`src/rtl/uart_pkg.sv`:
```
// uart_pkg: shared UART receiver types, data width and bit-timing helper
package uart_pkg;
  localparam int DataWidth = 8;
  typedef enum logic [2:0] {IDLE, START, DATA, STOP, WAIT_IDLE} uart_rx_state_e;
  function automatic int clocks_per_bit(input int clock_frequency, input int baud_rate);
    return clock_frequency / baud_rate;
  endfunction
endpackage

```
`src/rtl/uart_rx_fifo.sv`:
```
// uart_rx_fifo: first-word-fall-through FIFO with wrap-bit pointers
module uart_rx_fifo #(
  parameter int Depth = 4,
  parameter int Width = 8
) (
  input  logic             clk,
  input  logic             rst,
  input  logic             push,
  input  logic             pop,
  input  logic [Width-1:0] din,
  output logic [Width-1:0] dout,
  output logic             full,
  output logic             empty
);
  localparam int AW = $clog2(Depth);
  logic [Width-1:0] mem [Depth];
  logic [AW:0] wr_ptr, rd_ptr;
  logic do_push, do_pop;
  assign empty = wr_ptr == rd_ptr;
  assign full = (wr_ptr[AW] != rd_ptr[AW]) && (wr_ptr[AW-1:0] == rd_ptr[AW-1:0]);
  assign do_pop = pop && !empty;
  assign do_push = push && (!full || do_pop);
  assign dout = empty ? '0 : mem[rd_ptr[AW-1:0]];
  // advance pointers on accepted push/pop; a pop frees room for a same-cycle push
  always_ff @(posedge clk or posedge rst) begin
    if (rst) begin
      wr_ptr <= '0;
      rd_ptr <= '0;
    end else begin
      wr_ptr <= wr_ptr + (AW+1)'(do_push);
      rd_ptr <= rd_ptr + (AW+1)'(do_pop);
    end
  end
  // storage write, no reset needed since dout is masked while empty
  always_ff @(posedge clk) begin
    if (do_push) mem[wr_ptr[AW-1:0]] <= din;
  end
endmodule

```
`src/rtl/uart_rx.sv`:
```
// uart_rx: oversampled UART receiver with FWFT byte FIFO and error pulses
module uart_rx
  import uart_pkg::*;
#(
  parameter int ClockFrequency = 50_000_000,
  parameter int BaudRate = 115_200,
  parameter int FifoDepth = 4
) (
  input  logic                 clk_sys_i,
  input  logic                 rst_sys_i,
  input  logic                 uart_rx_i,
  output logic [DataWidth-1:0] rx_data_o,
  output logic                 rx_valid_o,
  input  logic                 rx_ready_i,
  output logic                 frame_err_o,
  output logic                 overflow_o,
  output logic                 busy_o
);
  localparam int ClocksPerBit = clocks_per_bit(ClockFrequency, BaudRate);
  localparam int CntW = $clog2(ClocksPerBit);
  localparam int IdxW = $clog2(DataWidth);
  localparam logic [CntW-1:0] HalfLoad = CntW'(ClocksPerBit / 2 - 1);
  localparam logic [CntW-1:0] BitLoad = CntW'(ClocksPerBit - 1);
  logic [1:0] sync_q;
  logic rx_s, tick, push, pop, full, empty, frame_err_d;
  uart_rx_state_e state_q, state_d;
  logic [CntW-1:0] cnt_q, cnt_d;
  logic [IdxW-1:0] idx_q, idx_d;
  logic [DataWidth-1:0] shift_q, shift_d;
  assign rx_s = sync_q[1];
  assign tick = cnt_q == '0;
  assign pop = rx_valid_o && rx_ready_i;
  assign rx_valid_o = !empty;
  assign busy_o = state_q != IDLE;
  // two-flop synchronizer, idle-high after reset
  always_ff @(posedge clk_sys_i or posedge rst_sys_i) begin
    if (rst_sys_i) sync_q <= 2'b11;
    else sync_q <= {sync_q[0], uart_rx_i};
  end
  // frame sequencing: sample mid-bit whenever the counter expires
  always_comb begin
    state_d = state_q;
    cnt_d = tick ? BitLoad : cnt_q - 1'b1;
    idx_d = idx_q;
    shift_d = shift_q;
    push = 1'b0;
    frame_err_d = 1'b0;
    case (state_q)
      IDLE: begin
        cnt_d = rx_s ? '0 : HalfLoad;
        state_d = rx_s ? IDLE : START;
      end
      START: if (tick) begin
        state_d = rx_s ? IDLE : DATA;
        idx_d = '0;
      end
      DATA: if (tick) begin
        shift_d = {rx_s, shift_q[DataWidth-1:1]};
        idx_d = idx_q + 1'b1;
        state_d = idx_q == IdxW'(DataWidth - 1) ? STOP : DATA;
      end
      STOP: if (tick) begin
        push = rx_s;
        frame_err_d = !rx_s;
        state_d = rx_s ? IDLE : WAIT_IDLE;
      end
      WAIT_IDLE: state_d = rx_s ? IDLE : WAIT_IDLE;
      default: state_d = IDLE;
    endcase
  end
  // FSM/datapath registers and registered one-cycle status pulses
  always_ff @(posedge clk_sys_i or posedge rst_sys_i) begin
    if (rst_sys_i) begin
      state_q <= IDLE;
      cnt_q <= '0;
      idx_q <= '0;
      shift_q <= '0;
      frame_err_o <= 1'b0;
      overflow_o <= 1'b0;
    end else begin
      state_q <= state_d;
      cnt_q <= cnt_d;
      idx_q <= idx_d;
      shift_q <= shift_d;
      frame_err_o <= frame_err_d;
      overflow_o <= push && full && !pop;
    end
  end
  uart_rx_fifo #(.Depth(FifoDepth), .Width(DataWidth)) u_fifo (
    .clk(clk_sys_i),
    .rst(rst_sys_i),
    .push(push),
    .pop(pop),
    .din(shift_q),
    .dout(rx_data_o),
    .full(full),
    .empty(empty)
  );
endmodule
```
`config.mk`:
```
export PLATFORM = sky130hd
export DESIGN_NAME = uart_rx
export DESIGN_NICKNAME = d
export VERILOG_FILES = /design/src/rtl/uart_pkg.sv /design/src/rtl/uart_rx_fifo.sv /design/src/rtl/uart_rx.sv
export SDC_FILE = /design/constraint.sdc
export NUM_CORES = 1
export LEC_CHECK = 0
export CORE_UTILIZATION = 50
export DETAILED_ROUTE_END_ITERATION = 8
export HOLD_SLACK_MARGIN = 0.06
export PLACE_DENSITY = 0.69
export SYNTH_ARGS = -nofsm -noshare
export SYNTH_HDL_FRONTEND = slang
export SYNTH_SLANG_ARGS = --single-unit
```
`constraint.sdc`:
```
create_clock -name clk_sys_i -period 3.2 [get_ports clk_sys_i]
set_input_delay 0.64 -clock clk_sys_i [delete_from_list [all_inputs] [get_ports clk_sys_i]]
set_output_delay 0.64 -clock clk_sys_i [all_outputs]
set_load 0.05 [all_outputs]
```
---- Yosys cells after proc, flatten, opt, wreduce, memory -nomap -nowiden ----
Memories as Yosys holds them, arrays and structs flattened.
Cells that the tools add are included.
word-level totals
  logic and storage cells ................. 64
  memories ................................ 1
  output and inout port bits .............. 12
  bits of input ports ..................... 4
  bits in writable memories ............... 32
  flip-flop bits (word level) ............. 33
memories
  name        depth  bits a word  read ports  clocked after memory_dff  wr ports  line                text
  u_fifo.mem  4      8            1           0                         1         uart_rx_fifo.sv:16  logic [Width-1:0] mem [Depth];
operators by class
  multiplexer cells ....................... 21
  reductions and logical operators ........ 18
  $add $sub $neg .......................... 4
  eq/ne operators ......................... 11
operator list
  kind                                                                   number
  3-bit 2-to-1 mux                                                       6
  9-bit 2-to-1 mux                                                       2
  8-bit 2-to-1 mux                                                       2
  3-bit case mux with 5 select lines                                     1
  9-bit zero test                                                        1
  9-bit by 1-bit subtractor with 9-bit output, second input constant     1
  1-bit 2-to-1 mux                                                       8
  3-bit by 1-bit adder with 3-bit output                                 2
  3-bit by 2-bit equality test with 1-bit output, second input constant  2
  3-bit equality test, second input constant                             2
  1-bit logical AND                                                      6
  2-bit != test, second input constant                                   3
  3-bit case mux with 2 select lines                                     1
  3-bit AND reduction                                                    2
  1-bit zero test                                                        4
  3-bit by 1-bit adder with 3-bit output, second input constant          1
  3-bit by 1-bit equality test with 1-bit output, second input constant  1
  3-bit equality test                                                    1
  3-bit zero test                                                        1
  3-bit nonzero test                                                     1
  2-bit equality test                                                    1
  2-bit 2-to-1 mux                                                       1
  2-bit AND reduction                                                    1
  2-bit nonzero test                                                     1
  2 further kinds                                                        2

---- Logic depth before layout (Yosys ltp) ----
  depth in word-level cells ............... 8
  mapped depth ............................ 8

---- Cells and area by module ----
A second synthesis with hierarchy kept.
second synthesis, totals
  cell total of the unflattened synthesis .. 187
  area total of the unflattened synthesis .. 2,895.3 um2
modules (own cells, without submodules)
  module        instances  sequential area each (um2)  area each (um2)  cells an instance
  uart_rx_fifo  1          1,111.1                     1,615.3          76
  uart_rx       1          678.2                       1,280.0          111

---- Least setup slack after synthesis ----
Ideal clock, no wire load.
  path kind ............................... reg2reg
  start point ............................. register cnt_q[0]
  end point ............................... memory u_fifo.mem[1][0] (enable)
  slack ................................... 0.473 ns
  stages on the path, launching flop included .. 6
  required time ........................... 2.802 ns
  data arrival time ....................... 2.329 ns
  setup time .............................. 0.398 ns
  path through ............................ dfrtp_1 inv_1 ha_1 nor3b_2 nand4_1 nor4b_1
on the way
  cells in the longest elaborated chain, start to end .. 6
RTL lines
  item                                    line                text
  start: declaration                      uart_rx.sv:27       logic [CntW-1:0] cnt_q, cnt_d;
  start signal: assignment                uart_rx.sv:82       cnt_q <= cnt_d;
  9-bit zero test                         uart_rx.sv:31       assign tick = cnt_q == '0;
  1-bit 2-to-1 mux                        uart_rx.sv:62       STOP: if (tick) begin
  1-bit 2-to-1 mux                        uart_rx.sv:48       case (state_q)
  1-bit logical AND                       uart_rx_fifo.sv:22  assign do_push = push && (!full || do_pop);
  1-bit 2-to-1 mux                        uart_rx_fifo.sv:36  if (do_push) mem[wr_ptr[AW-1:0]] <= din;
  1-bit 2-to-1 mux (implied by the code)  uart_rx_fifo.sv:36
  end: declaration                        uart_rx_fifo.sv:16
No other way between the ends.

---- Worst setup path in the final report ----
  start point ............................. register state_q[0]
  end point ............................... output port busy_o
on the way
  cells in the longest elaborated chain, start to end .. 1
RTL lines
  item                      line           text
  start: declaration        uart_rx.sv:26  uart_rx_state_e state_q, state_d;
  start signal: assignment  uart_rx.sv:81  state_q <= state_d;
  3-bit nonzero test        uart_rx.sv:34  assign busy_o = state_q != IDLE;
  end: declaration          uart_rx.sv:17  output logic busy_o
No other way between the ends.

==> metrics.json <==
{
  "slew-limit-headroom": {"value": 45.2, "unit": "%"},
  "status": {"value": "finished, final reports clean"},
  "family_of_cells_with_the_greatest_summed_delay_on_the_critical_path": {"value": "buffers and inverters"},
  "fin_tns_setup": {"value": 0, "unit": "ns"},
  "clk_root_buffer_cell": {"value": "sky130_fd_sc_hd__clkbuf_8"},
  "grt_pass1_vias": {"value": 1697},
  "routed-via-count": {"value": 1657},
  "tritoncts_clock_tree": {"value": "built"},
  "detail_route.wl_per_cell": {"value": 16.2, "unit": "um"},
  "number_of_hold_buffers_added_after_cts": {"value": 0},
  "worst-r2r-setup-slack": {"value": 1.05, "unit": "ns"},
  "design.die.area": {"value": 5960, "unit": "sq um"},
  "number_of_antenna_violations_at_the_first_check_in_global_routing": {"value": 0},
  "yosysWarningCount": {"value": 0},
  "fin_worst_skew": {"value": 0.00617, "unit": "ns"},
  "first_pass_iters": {"value": 4},
  "wirelength_routed": {"value": 4770, "unit": "um"},
  "antenna-diode-count": {"value": 0},
  "synth_top_flop_cell": {"value": "sky130_fd_sc_hd__edfxtp_1"},
  "mappedNetlistNets": {"value": 200},
  "synth_top_cells_by_area": {"value": "sky130_fd_sc_hd__edfxtp_1 34%, sky130_fd_sc_hd__dfrtp_1 27%, sky130_fd_sc_hd__mux4_2 6.4%"},
  "worst-slew-pin-transition": {"value": 0.821, "unit": "ns"},
  "crit-reg2reg-capture": {"value": "u_fifo.mem[1][0]$_DFFE_PP_"},
  "critPathRequiredTime": {"value": 2.56, "unit": "ns"},
  "worst_path_cell_trace": {"value": "nor3_1, buf_4, inv_1, clkdlybuf4s50_1"},
  "syn2layout_area_growth": {"value": 14.4, "unit": "%"},
  "ios": {"value": 16},
  "ys_async_sr_fraction": {"value": 50.8, "unit": "%"},
  "post-route-period-util": {"value": 86.7, "unit": "%"},
  "post_synth.cell_area_avg": {"value": 14.9, "unit": "sq um"},
  "routabilityCongestion": {"value": 0.879},
  "worstSkewPairLatency": {"value": 0.33, "unit": "ns"},
  "static-leakage-power": {"value": 1.39, "unit": "nW"},
  "max_cap_violations": {"value": 0},
  "first_pass_grt_wire_length": {"value": 8030, "unit": "um"},
  "period_needed": {"value": 2.77, "unit": "ns"},
  "crit_arrival": {"value": 2.13, "unit": "ns"},
  "cell_taking_the_most_area_after_synthesis": {"value": "sky130_fd_sc_hd__edfxtp_1"},
  "r2r_start": {"value": "cnt_q[0]$_DFF_PP0_"},
  "setup.worst_path.start": {"value": "state_q[0]$_DFFE_PP0P_"},
  "grt_max_degree": {"value": 22},
  "die-height": {"value": 77.2, "unit": "um"},
  "grt_usage": {"value": 18.3, "unit": "%"},
  "netlist.area_leader.share": {"value": 34.0, "unit": "%"},
  "design.core.area": {"value": 5470, "unit": "sq um"},
  "yosysSeqAreaShare": {"value": 63.3, "unit": "%"},
  "criticalPathCategory": {"value": "reg -> out"},
  "avgViaCountPerCell": {"value": 5.64},
  "report.final.setup_viol": {"value": 0},
  "timing.critical_path.to": {"value": "busy_o"},
  "clk_transition_reported_paths": {"value": 0.06, "unit": "ns"},
  "synth_edf_count": {"value": 32},
  "drt_iter0_drc": {"value": 90},
  "holdCritPathClass": {"value": "reg -> reg"},
  "cts_htree_levels": {"value": 3},
  "ratio_of_cells_with_drive_above_1_in_the_final_layout": {"value": 25.2, "unit": "%"},
  "synth_cell_type_count": {"value": 46},
  "floorplan.die.width": {"value": 77.2, "unit": "um"},
  "dpl.hpwl": {"value": 3270, "unit": "um"},
  "number_of_standard_cells_after_synthesis": {"value": 189},
  "yosys_register_bits": {"value": 65},
  "drt_drc_violations_left": {"value": 0},
  "end_kind": {"value": "output pin"},
  "timing.final.max_slew_violations": {"value": 0},
  "cp.depth": {"value": 4},
  "timing.critical_path.buf_inv": {"value": 3},
  "slowest_delay": {"value": 0.83, "unit": "ns"},
  "globalRoute.totalOverflow": {"value": 0},
  "worst_setup_start_kind": {"value": "flop"},
  "final_common_cell": {"value": "sky130_fd_sc_hd__edfxtp_1"},
  "largest_driver_fanout_on_the_critical_path": {"value": 13},
  "most_frequent_cells_in_the_layout": {"value": "32 x sky130_fd_sc_hd__edfxtp_1, 31 x sky130_fd_sc_hd__dfrtp_1, 19 x sky130_fd_sc_hd__buf_4"},
  "powerDensity": {"value": 582, "unit": "nW/um^2"},
  "ctsLongestPathBuffers": {"value": 2},
  "finalNetCount": {"value": 228},
  "hold_slack": {"value": 0.358, "unit": "ns"},
  "worst_ir_drop_on_vdd": {"value": 0.298, "unit": "mV"},
  "floorplan.rows": {"value": 27},
  "critical-path-slowest-cell": {"value": "sky130_fd_sc_hd__clkdlybuf4s50_1"},
  "cts.repair_timing.setup_buffer_count": {"value": 0},
  "ant_nets": {"value": 0},
  "number_of_hold_violations_in_the_final_report": {"value": 0},
  "post_cts.resized_instances": {"value": 0},
  "clock-sinks": {"value": 65},
  "starting_density_of_the_core": {"value": 51.6, "unit": "%"},
  "synth.cell_area": {"value": 2830, "unit": "sq um"},
  "rsz0062_at_grt": {"value": "false"},
  "fmax": {"value": 361, "unit": "MHz"},
  "tritoncts_buffers": {"value": 9},
  "r2r_cells": {"value": 7},
  "port_buffers": {"value": 15}
}
## where the power goes
part | total [mW] | switching [mW] | leakage [nW] | internal [mW]
sequential | 0.967 | 0.0735 | 0.780 | 0.894
combinational | 0.357 | 0.200 | 0.530 | 0.158
clock | 0.556 | 0.280 | 0.0839 | 0.276
total | 1.88 | 0.553 | 1.39 | 1.33
## stage by stage
step / util [%] / cell area (sq um) / cells / worst slack, ns / power [mW]
CTS: 59.1 / 3230 / 294 / 0.424 / 1.91
finish: 59.1 / 3230 / 294 / 0.427 / 1.88
detailed placement: 56.2 / 3080 / 278 / 0.801 / 1.35
floorplan: - / 2830 / 189 / 0.473 / 1.24
global placement: 56.2 / 3080 / 278 / 0.841 / 1.34
global route: 59.1 / 3230 / 294 / 0.329 / 1.97
## layer usage
layer  share of wire, %  global-route usage (%)
met1                 42                    21.7
met2                 52                    30.2
met3                3.1                    3.81
met4                2.3                    11.7
met5                  0                       0
## flip-flops by register name (all words and copies together), names as in the netlist
signal and cells:
cnt_q 9, frame_err_o 1, idx_q 3, overflow_o 1
shift_q 8, state_q 3, sync_q 2, u_fifo.mem 32
u_fifo.rd_ptr 3, u_fifo.wr_ptr 3
## kinds of logic after synthesis
group | Yosys count | synth area share (%)
DFF | 65 | 63.3
and+or+nand+nor | 59 | 13.8
AOI/OAI and AO/OA | 18 | 4.87
muxes | 18 | 10.3
buffers and inverters | 15 | 2.39
xor gates and xnor gates | 7 | 2.17
adders and majority gates | 7 | 3.10
## Yosys cell counts, types with 2 or more instances
library cell and n:
sky130_fd_sc_hd__mux4_2 8, sky130_fd_sc_hd__nor4_1 4, sky130_fd_sc_hd__nor3b_1 3, sky130_fd_sc_hd__nand2_1 4, sky130_fd_sc_hd__nor2b_1 10, sky130_fd_sc_hd__nor3_1 4, sky130_fd_sc_hd__nand4_1 3, sky130_fd_sc_hd__a221o_1 2
sky130_fd_sc_hd__clkbuf_1 4, sky130_fd_sc_hd__xnor2_1 3, sky130_fd_sc_hd__dfstp_2 2, sky130_fd_sc_hd__xor2_1 4, sky130_fd_sc_hd__mux2_2 9, sky130_fd_sc_hd__nand3_1 2, sky130_fd_sc_hd__a21oi_1 4, sky130_fd_sc_hd__inv_1 7
sky130_fd_sc_hd__ha_1 7, sky130_fd_sc_hd__nor4bb_1 3, sky130_fd_sc_hd__and2_1 2, sky130_fd_sc_hd__nor2_1 8, sky130_fd_sc_hd__edfxtp_1 32, sky130_fd_sc_hd__nor4b_1 4, sky130_fd_sc_hd__a211o_1 2, sky130_fd_sc_hd__or4_1 3
sky130_fd_sc_hd__a211oi_1 2, sky130_fd_sc_hd__buf_2 3, sky130_fd_sc_hd__dfrtp_1 31
## cell type report
cell class,instances,area (sq um)
clock buffer,12,135
clock inverter,4,20.0
fill,425,2240
inverter,7,26.3
multi-input combinational,109,968
sequential,65,1790
tap,72,90.1
timing repair buffer,25,203
## worst min-delay path by stage
stage	from	to	slack (ns)	cells past startpoint
finish	sync_q[0]$_DFF_PP1_	sync_q[1]$_DFF_PP1_	0.36	0
global route	sync_q[0]$_DFF_PP1_	sync_q[1]$_DFF_PP1_	0.37	0
global placement	sync_q[0]$_DFF_PP1_	sync_q[1]$_DFF_PP1_	0.35	0
detailed placement	sync_q[0]$_DFF_PP1_	sync_q[1]$_DFF_PP1_	0.35	0
floorplan	sync_q[0]$_DFF_PP1_	sync_q[1]$_DFF_PP1_	0.35	0
CTS	sync_q[0]$_DFF_PP1_	sync_q[1]$_DFF_PP1_	0.36	0
(Power assumes the default switching activity.)
